[src/rtl/aes_core_sched_if.sv]
// Request, core-load and response signals of the AES core scheduler.
// The master modport is the scheduler's view; slave is the surrounding system's.
interface aes_core_sched_if #(
    parameter int NREQ = 4,
    parameter int IDW  = $clog2(NREQ)
);
    logic [NREQ-1:0]     req_valid;
    logic [NREQ-1:0]     req_ready;
    logic [NREQ*128-1:0] req_key;
    logic [NREQ*128-1:0] req_text;

    logic                core_ld;
    logic [127:0]        core_key;
    logic [127:0]        core_text_in;
    logic                core_done;
    logic [127:0]        core_text_out;

    logic                rsp_valid;
    logic                rsp_ready;
    logic [IDW-1:0]      rsp_id;
    logic [127:0]        rsp_data;
    logic                rsp_err;

    logic                busy;

    modport master (
        input  req_valid, req_key, req_text,
        input  core_done, core_text_out,
        input  rsp_ready,
        output req_ready,
        output core_ld, core_key, core_text_in,
        output rsp_valid, rsp_id, rsp_data, rsp_err,
        output busy
    );

    modport slave (
        output req_valid, req_key, req_text,
        output core_done, core_text_out,
        output rsp_ready,
        input  req_ready,
        input  core_ld, core_key, core_text_in,
        input  rsp_valid, rsp_id, rsp_data, rsp_err,
        input  busy
    );
endinterface

[src/rtl/aes_core_sched.sv]
// Round-robin scheduler that time-shares one AES encryption core between NREQ
// requesters, guards each operation with a done watchdog and returns results over valid/ready.
module aes_core_sched #(
    parameter int NREQ    = 4,
    parameter int TIMEOUT = 32,
    parameter int IDW     = $clog2(NREQ)
) (
    input  logic             clk,
    input  logic             rst,
    aes_core_sched_if.master bus
);
    localparam int DW = 128;
    localparam int CW = $clog2(TIMEOUT + 1);

    typedef enum logic [1:0] {
        IDLE = 2'd0,
        LOAD = 2'd1,
        BUSY = 2'd2,
        RESP = 2'd3
    } state_t;

    state_t          state_r;
    state_t          state_nxt_s;

    logic [IDW-1:0]  ptr_r;
    logic [IDW-1:0]  id_r;
    logic [IDW-1:0]  grant_s;
    logic [IDW-1:0]  ptr_nxt_s;
    logic [IDW:0]    sum_s;
    logic [IDW:0]    cand_s;
    logic            any_s;
    logic            accept_s;
    logic            timeout_s;

    logic [CW-1:0]   cnt_r;
    logic [DW-1:0]   key_r;
    logic [DW-1:0]   text_r;
    logic [DW-1:0]   rsp_data_r;
    logic            rsp_valid_r;
    logic            rsp_err_r;

    logic [NREQ-1:0] req_ready_s;
    logic            core_ld_s;
    logic            busy_s;

    // Rotating-priority search: first valid requester at or above ptr_r, wrapping.
    always_comb begin
        grant_s = '0;
        any_s   = 1'b0;
        sum_s   = '0;
        cand_s  = '0;
        for (int k = 0; k < NREQ; k++) begin
            sum_s  = {1'b0, ptr_r} + (IDW + 1)'(k);
            cand_s = (sum_s >= (IDW + 1)'(NREQ)) ? (sum_s - (IDW + 1)'(NREQ)) : sum_s;
            if (!any_s && bus.req_valid[cand_s[IDW-1:0]]) begin
                any_s   = 1'b1;
                grant_s = cand_s[IDW-1:0];
            end else begin
                any_s   = any_s;
                grant_s = grant_s;
            end
        end
    end

    assign ptr_nxt_s = (grant_s == IDW'(NREQ - 1)) ? '0 : (grant_s + IDW'(1));
    assign accept_s  = (state_r == IDLE) && any_s;
    assign timeout_s = (cnt_r == CW'(TIMEOUT - 1));

    // State register.
    always_ff @(posedge clk or negedge rst) begin
        if (!rst) begin
            state_r <= IDLE;
        end else begin
            state_r <= state_nxt_s;
        end
    end

    // Next-state logic; a done in the last watchdog cycle still counts as success.
    always_comb begin
        state_nxt_s = state_r;
        case (state_r)
            IDLE:    state_nxt_s = accept_s ? LOAD : IDLE;
            LOAD:    state_nxt_s = BUSY;
            BUSY:    state_nxt_s = (bus.core_done || timeout_s) ? RESP : BUSY;
            RESP:    state_nxt_s = bus.rsp_ready ? IDLE : RESP;
            default: state_nxt_s = IDLE;
        endcase
    end

    // State-decoded outputs: request grant, load strobe and busy flag.
    always_comb begin
        req_ready_s = '0;
        core_ld_s   = 1'b0;
        busy_s      = 1'b1;
        case (state_r)
            IDLE: begin
                busy_s = 1'b0;
                if (any_s) begin
                    req_ready_s = NREQ'(1) << grant_s;
                end else begin
                    req_ready_s = '0;
                end
            end
            LOAD: begin
                core_ld_s = 1'b1;
            end
            BUSY: begin
                busy_s = 1'b1;
            end
            RESP: begin
                busy_s = 1'b1;
            end
            default: begin
                busy_s = 1'b1;
            end
        endcase
    end

    // Winner capture; key and plaintext stay frozen until the next accept.
    always_ff @(posedge clk or negedge rst) begin
        if (!rst) begin
            key_r  <= '0;
            text_r <= '0;
            id_r   <= '0;
            ptr_r  <= '0;
        end else if (accept_s) begin
            key_r  <= bus.req_key[int'(grant_s) * DW +: DW];
            text_r <= bus.req_text[int'(grant_s) * DW +: DW];
            id_r   <= grant_s;
            ptr_r  <= ptr_nxt_s;
        end
    end

    // Watchdog counter, cleared in the load cycle and running while the core works.
    always_ff @(posedge clk or negedge rst) begin
        if (!rst) begin
            cnt_r <= '0;
        end else begin
            case (state_r)
                LOAD:    cnt_r <= '0;
                BUSY:    cnt_r <= cnt_r + CW'(1);
                default: cnt_r <= cnt_r;
            endcase
        end
    end

    // Response registers; core_done is only honoured while waiting on the core.
    always_ff @(posedge clk or negedge rst) begin
        if (!rst) begin
            rsp_valid_r <= 1'b0;
            rsp_err_r   <= 1'b0;
            rsp_data_r  <= '0;
        end else begin
            case (state_r)
                BUSY: begin
                    if (bus.core_done) begin
                        rsp_data_r  <= bus.core_text_out;
                        rsp_err_r   <= 1'b0;
                        rsp_valid_r <= 1'b1;
                    end else if (timeout_s) begin
                        rsp_data_r  <= '0;
                        rsp_err_r   <= 1'b1;
                        rsp_valid_r <= 1'b1;
                    end
                end
                RESP: begin
                    if (bus.rsp_ready) begin
                        rsp_valid_r <= 1'b0;
                    end
                end
                default: begin
                    rsp_valid_r <= rsp_valid_r;
                end
            endcase
        end
    end

    assign bus.req_ready    = req_ready_s;
    assign bus.core_ld      = core_ld_s;
    assign bus.busy         = busy_s;
    assign bus.core_key     = key_r;
    assign bus.core_text_in = text_r;
    assign bus.rsp_valid    = rsp_valid_r;
    assign bus.rsp_id       = id_r;
    assign bus.rsp_data     = rsp_data_r;
    assign bus.rsp_err      = rsp_err_r;

endmodule

[src/flat_wrapper.sv]
// flat-port wrapper written by rule: the top's interface ports become plain ports
module aes_core_sched_flat 
#(
    parameter int NREQ    = 4,
    parameter int TIMEOUT = 32,
    parameter int IDW     = $clog2(NREQ)
)
  (clk, rst, bus_req_valid, bus_req_key, bus_req_text, bus_core_done, bus_core_text_out, bus_rsp_ready, bus_req_ready, bus_core_ld, bus_core_key, bus_core_text_in, bus_rsp_valid, bus_rsp_id, bus_rsp_data, bus_rsp_err, bus_busy);
  aes_core_sched_if #(.NREQ(NREQ), .IDW(IDW)) bus_i ();
  input  logic clk;
  input  logic rst;
  input wire logic [$bits(bus_i.req_valid)-1:0] bus_req_valid;
  input wire logic [$bits(bus_i.req_key)-1:0] bus_req_key;
  input wire logic [$bits(bus_i.req_text)-1:0] bus_req_text;
  input wire logic [$bits(bus_i.core_done)-1:0] bus_core_done;
  input wire logic [$bits(bus_i.core_text_out)-1:0] bus_core_text_out;
  input wire logic [$bits(bus_i.rsp_ready)-1:0] bus_rsp_ready;
  output wire logic [$bits(bus_i.req_ready)-1:0] bus_req_ready;
  output wire logic [$bits(bus_i.core_ld)-1:0] bus_core_ld;
  output wire logic [$bits(bus_i.core_key)-1:0] bus_core_key;
  output wire logic [$bits(bus_i.core_text_in)-1:0] bus_core_text_in;
  output wire logic [$bits(bus_i.rsp_valid)-1:0] bus_rsp_valid;
  output wire logic [$bits(bus_i.rsp_id)-1:0] bus_rsp_id;
  output wire logic [$bits(bus_i.rsp_data)-1:0] bus_rsp_data;
  output wire logic [$bits(bus_i.rsp_err)-1:0] bus_rsp_err;
  output wire logic [$bits(bus_i.busy)-1:0] bus_busy;
  assign bus_i.req_valid = bus_req_valid;
  assign bus_i.req_key = bus_req_key;
  assign bus_i.req_text = bus_req_text;
  assign bus_i.core_done = bus_core_done;
  assign bus_i.core_text_out = bus_core_text_out;
  assign bus_i.rsp_ready = bus_rsp_ready;
  assign bus_req_ready = bus_i.req_ready;
  assign bus_core_ld = bus_i.core_ld;
  assign bus_core_key = bus_i.core_key;
  assign bus_core_text_in = bus_i.core_text_in;
  assign bus_rsp_valid = bus_i.rsp_valid;
  assign bus_rsp_id = bus_i.rsp_id;
  assign bus_rsp_data = bus_i.rsp_data;
  assign bus_rsp_err = bus_i.rsp_err;
  assign bus_busy = bus_i.busy;
  aes_core_sched #(.NREQ(NREQ), .TIMEOUT(TIMEOUT), .IDW(IDW)) u_core (.clk(clk), .rst(rst), .bus(bus_i));
endmodule
[config.mk]
export PLATFORM = sky130hd
export DESIGN_NAME = aes_core_sched_flat
export DESIGN_NICKNAME = d
export VERILOG_FILES = /design/src/rtl/aes_core_sched_if.sv /design/src/rtl/aes_core_sched.sv /design/src/flat_wrapper.sv
export SDC_FILE = /design/constraint.sdc
export NUM_CORES = 1
export LEC_CHECK = 0
export CELL_PAD_IN_SITES_DETAIL_PLACEMENT = 1
export CELL_PAD_IN_SITES_GLOBAL_PLACEMENT = 2
export CORE_AREA = 4 4 612 614
export CTS_BUF_LIST = sky130_fd_sc_hd__clkbuf_8
export DETAILED_ROUTE_END_ITERATION = 10
export DIE_AREA = 0 0 616 618
export PLACE_DENSITY_LB_ADDON = 0.1
export SLEW_MARGIN = 15
export SYNTH_ARGS = -nofsm -noshare
export SYNTH_HDL_FRONTEND = slang
export SYNTH_SLANG_ARGS = --single-unit
export TNS_END_PERCENT = 1
[constraint.sdc]
create_clock -name clk -period 2 [get_ports clk]
set_clock_uncertainty 0.2 [all_clocks]
set_input_delay 0.4 -clock clk [delete_from_list [all_inputs] [get_ports clk]]
set_output_delay 0.4 -clock clk [all_outputs]
set_load 0.1 [all_outputs]
==> summary.txt <==
Timing
  – Endpoints failing hold: 0
  – Peak Freq: 0.319 GHz
  – TNS Setup: -196.98 ns
  – Min Tclk post-route: 3.14 ns
  – Worst Tran Pin Value: 0.907 ns
  – Tcrit/Tclk final: 157%
  – Final worst slack: -1.14 ns
  – Unrepaired setup endpoints after global routing: true
  – Final Setup Violations: 654
  – Hold WS: 0.164 ns
  – Slew HR: 39.3%
  – Slew Limit Fails: 0

Synthesis
  – Cell Area, Synth: 0.0216 mm²
  – Asr flop ratio synth: 100%
  – Synth top area cells: dfrtp_1 46%, mux2i_1 24%, o221ai_1 10%
  – Total of warnings raised by yosys: 0
  – Number of synthesized flops with an enable pin: 0
  – Yosys top cell area share: 46.2%
  – Synth top cells by count: 524 x nand2_1, 513 x mux2i_1, 398 x dfrtp_1, 257 x o221ai_1, 136 x o21ai_0
  – Yosys top cell by area: dfrtp_1
  – Sequential area share after synthesis: 46.2%
  – Netlist cell types: 36
  – Mapped Nets: 3241
  – Prevailing post-synth register cell: dfrtp_1
  – Number of synthesized register bits: 398
  – Count leader, synth: nand2_1
  – Avg Cell Area, Syn: 10.4 µm²
  – Synth Instances: 2075

Critical path
  – CP required: 1.40 ns
  – Biggest cell delay along the critical path: 0.46 ns
  – Startpoint types: flip-flop
  – Crit path top cell by count: buf_12
  – Cells along the critical path: nor2b_4 -> nor2_2 -> o211ai_4 -> buf_12 -> inv_1 -> ha_2 -> and2_4 -> buf_12
  – End of the worst register-to-register path: u_core.bus.core_key[93]
  – Worst Setup End Kind: primary output
  – R2R depth: 10
  – CP max stage cell: dfrtp_2
  – Reg-to-reg setup timing slack: -0.75 ns
  – Reg2Reg Launch Point: u_core.ptr_r[0]
  – Buf/Inv on CP: 3
  – Max FO, Critical Path: 3
  – Top delay family on crit path: flip-flops
  – Worst EP arrival: 2.54 ns
  – Critical Setup Path Class: reg2out

CTS
  – Worst-path clk slew: 0.06 ns
  – Clock Sinks: 398
  – CTS root buffer: clkbuf_8
  – Worst-Skew Late Latency: 0.99 ns
  – H-tree depth: 3
  – Maximum clock path buffer count: 4
  – CTS Buf Count: 112
  – CTS tree: built

Status
  – Outcome: finished, violations left
  – Failing checks: setup timing

Floorplanning
  – IO Count: 1554
  – Die width: 616 µm
  – Die area: 0.381 mm²
  – Die span in y: 618 µm
  – Initial Util: 5.85%
  – Rows: 223
  – Core Box Area: 0.369 mm²

Detailed routing
  – Initial drt markers: 866
  – First-pass DRT Iterations: 5
  – Via count: 29055
  – Drt total wl: 250000 µm
  – Detail Route Antenna Nets: 0
  – DRC: 0
  – Via density: 2.91
  – Drt wl/cell: 25.0 µm

Layout
  – Final Instance Area: 0.0638 mm²
  – Final nets: 6081
  – Proportion of layout cells with a drive suffix above 1: 22.8%
  – Non-Filler Instances: 9980
  – Layout area overhead: 196%

Power and ir drop
  – Max VDD drop: 1.11 mV
  – Pwr per Cell Area: 1650 mW/mm²
  – Leak: 25.8 nW
  – Power Total: 105 mW

GRT
  – GR Util met3: 4.22%
  – M1 GR Usage: 13.4%
  – Layer with the highest usage: met2
  – Total GRT Usage: 12.6%
  – First-pass GRT wire length: 328000 µm
  – GRT met2 Usage: 24.3%
  – Total grt overflow: 0
  – Vias in the first global route: 33758
  – Largest net degree at the start of global routing: 59
  – Initial antenna violation count: 155

Worst hold path
  – WHS Endpoint: u_core.bus.core_text_in[75]
  – Worst Hold Launch: bus_req_text[75]
  – Hold Path Stages: 3
  – Hold/Removal Path Class: in2reg

Placement
  – Port Buf Inserts: 1553
  – Placed cell areas: 0.0498 mm²
  – Gpl congestion: 0.789
  – Dpl cells: 8721
  – Dpl hpwl: 208000 µm

Job
  – Max cap viols: 0
through the flow:
stage                     util (%)  worst slack, ns
after floorplan                  -            -1.21
after detailed placement      13.5            -1.50
after global routing          17.3            -1.34
final                         17.3            -1.14
after CTS                     17.1            -1.44
after global placement        13.5            -1.47
cell families after synthesis:
| family | after synthesis | share of synthesized area, % |
|---|---|---|
| flip-flops | 398 | 46.2 |
| XOR/XNOR | 1 | 0.0406 |
| AND/OR/NAND/NOR | 556 | 9.93 |
| adder cells (fa/ha/maj) | 6 | 0.348 |
| AO/OA/AOI/OAI | 404 | 14.0 |
| buffers and inverters | 195 | 5.55 |
| multiplexers | 515 | 23.9 |
state kept, by name, summed over array words and instances, names as in the netlist:
signal	cells
u_core.bus.core_key	128
u_core.bus.core_text_in	128
u_core.bus.rsp_data	128
u_core.cnt_r	6
u_core.bus.rsp_id	2
u_core.ptr_r	2
u_core.state_r	2
u_core.bus.rsp_err	1
u_core.bus.rsp_valid	1
how the worst max path moves through the flow:
stage                            from                       to  slack (ns)  cells after the start
finish                u_core.ptr_r[0]         bus_req_ready[3]       -1.14                      8
floorplan           u_core.state_r[1]         bus_req_ready[0]       -1.21                      8
CTS                   u_core.ptr_r[0]         bus_req_ready[0]       -1.44                      8
global route        u_core.state_r[1]         bus_req_ready[0]       -1.34                      7
global placement     bus_req_valid[2]  u_core.bus.core_key[44]       -1.47                      9
detailed placement   bus_req_valid[2]  u_core.bus.core_key[44]       -1.50                      9
worst min-delay path, delay by kind of cell:
kind,cells,cell delay [ns]
AOI/OAI and AO/OA,1,0.11
muxes,1,0.19
buffers and inverters,1,0.48
layout make-up:
type	count	area, µm²
Clock buffer	131	1800
Tap cell	4950	6190
Inverter	8	33.8
Clock inverter	53	256
Multi-Input combinational cell	1482	11500
Antenna cell	45	113
Sequential cell	398	10000
Timing Repair Buffer	2913	33800
Fill cell	41999	305000
timing repair:
item	CTS	global route
gates cloned	2	1
buffers inserted	22	7
hold buffers	998	2
gates resized for setup	304	103
pin swaps	26	20
endpoints found under the hold margin	779	1
setup endpoints to repair	739	747
report_power, final:
group | total [mW] | internal [mW] | switching [mW] | leakage (nW)
clock network | 11.5 | 5.97 | 5.50 | 1.23
logic | 76.3 | 29.4 | 46.8 | 19.7
registers | 17.2 | 12.1 | 5.02 | 4.86
placed cells by master, fill, tap and decap left out, types with 2 or more instances in the layout:
cell                n
clkdlybuf4s50_1  1158
dlygate4sd3_1    1000
nand2_1           522
buf_12            485
mux2i_1           398
dfrtp_1           327
o221ai_1          240
buf_4             203
clkbuf_8          131
o21ai_0           102
mux2i_2            74
dfrtp_2            71
inv_1              48
buf_6              48
diode_2            45
mux2i_4            41
o21ai_1            31
o221ai_2           17
buf_16              9
buf_8               9
nor2_1              6
clkinv_2            5
nor2b_1             4
inv_2               3
o21ai_2             3
nand2_8             3
ha_4                3
nor2b_4             2
nor2_2              2
nor3_2              2
and2_4              2
a21oi_2             2
nor3_4              2
a21oi_1             2
nand3_1             2
or3_1               2
ha_1                2
layer usage:
| layer | part of all wire (%) | vias up |
|---|---|---|
| met5 | 0.16 | - |
| met4 | 1.8 | 62 |
| met3 | 7.1 | 350 |
| met2 | 54 | 1022 |
| met1 | 37 | 14230 |
| li1 | - | 13391 |
No activity file was read; power rests on OpenSTA's default activity.
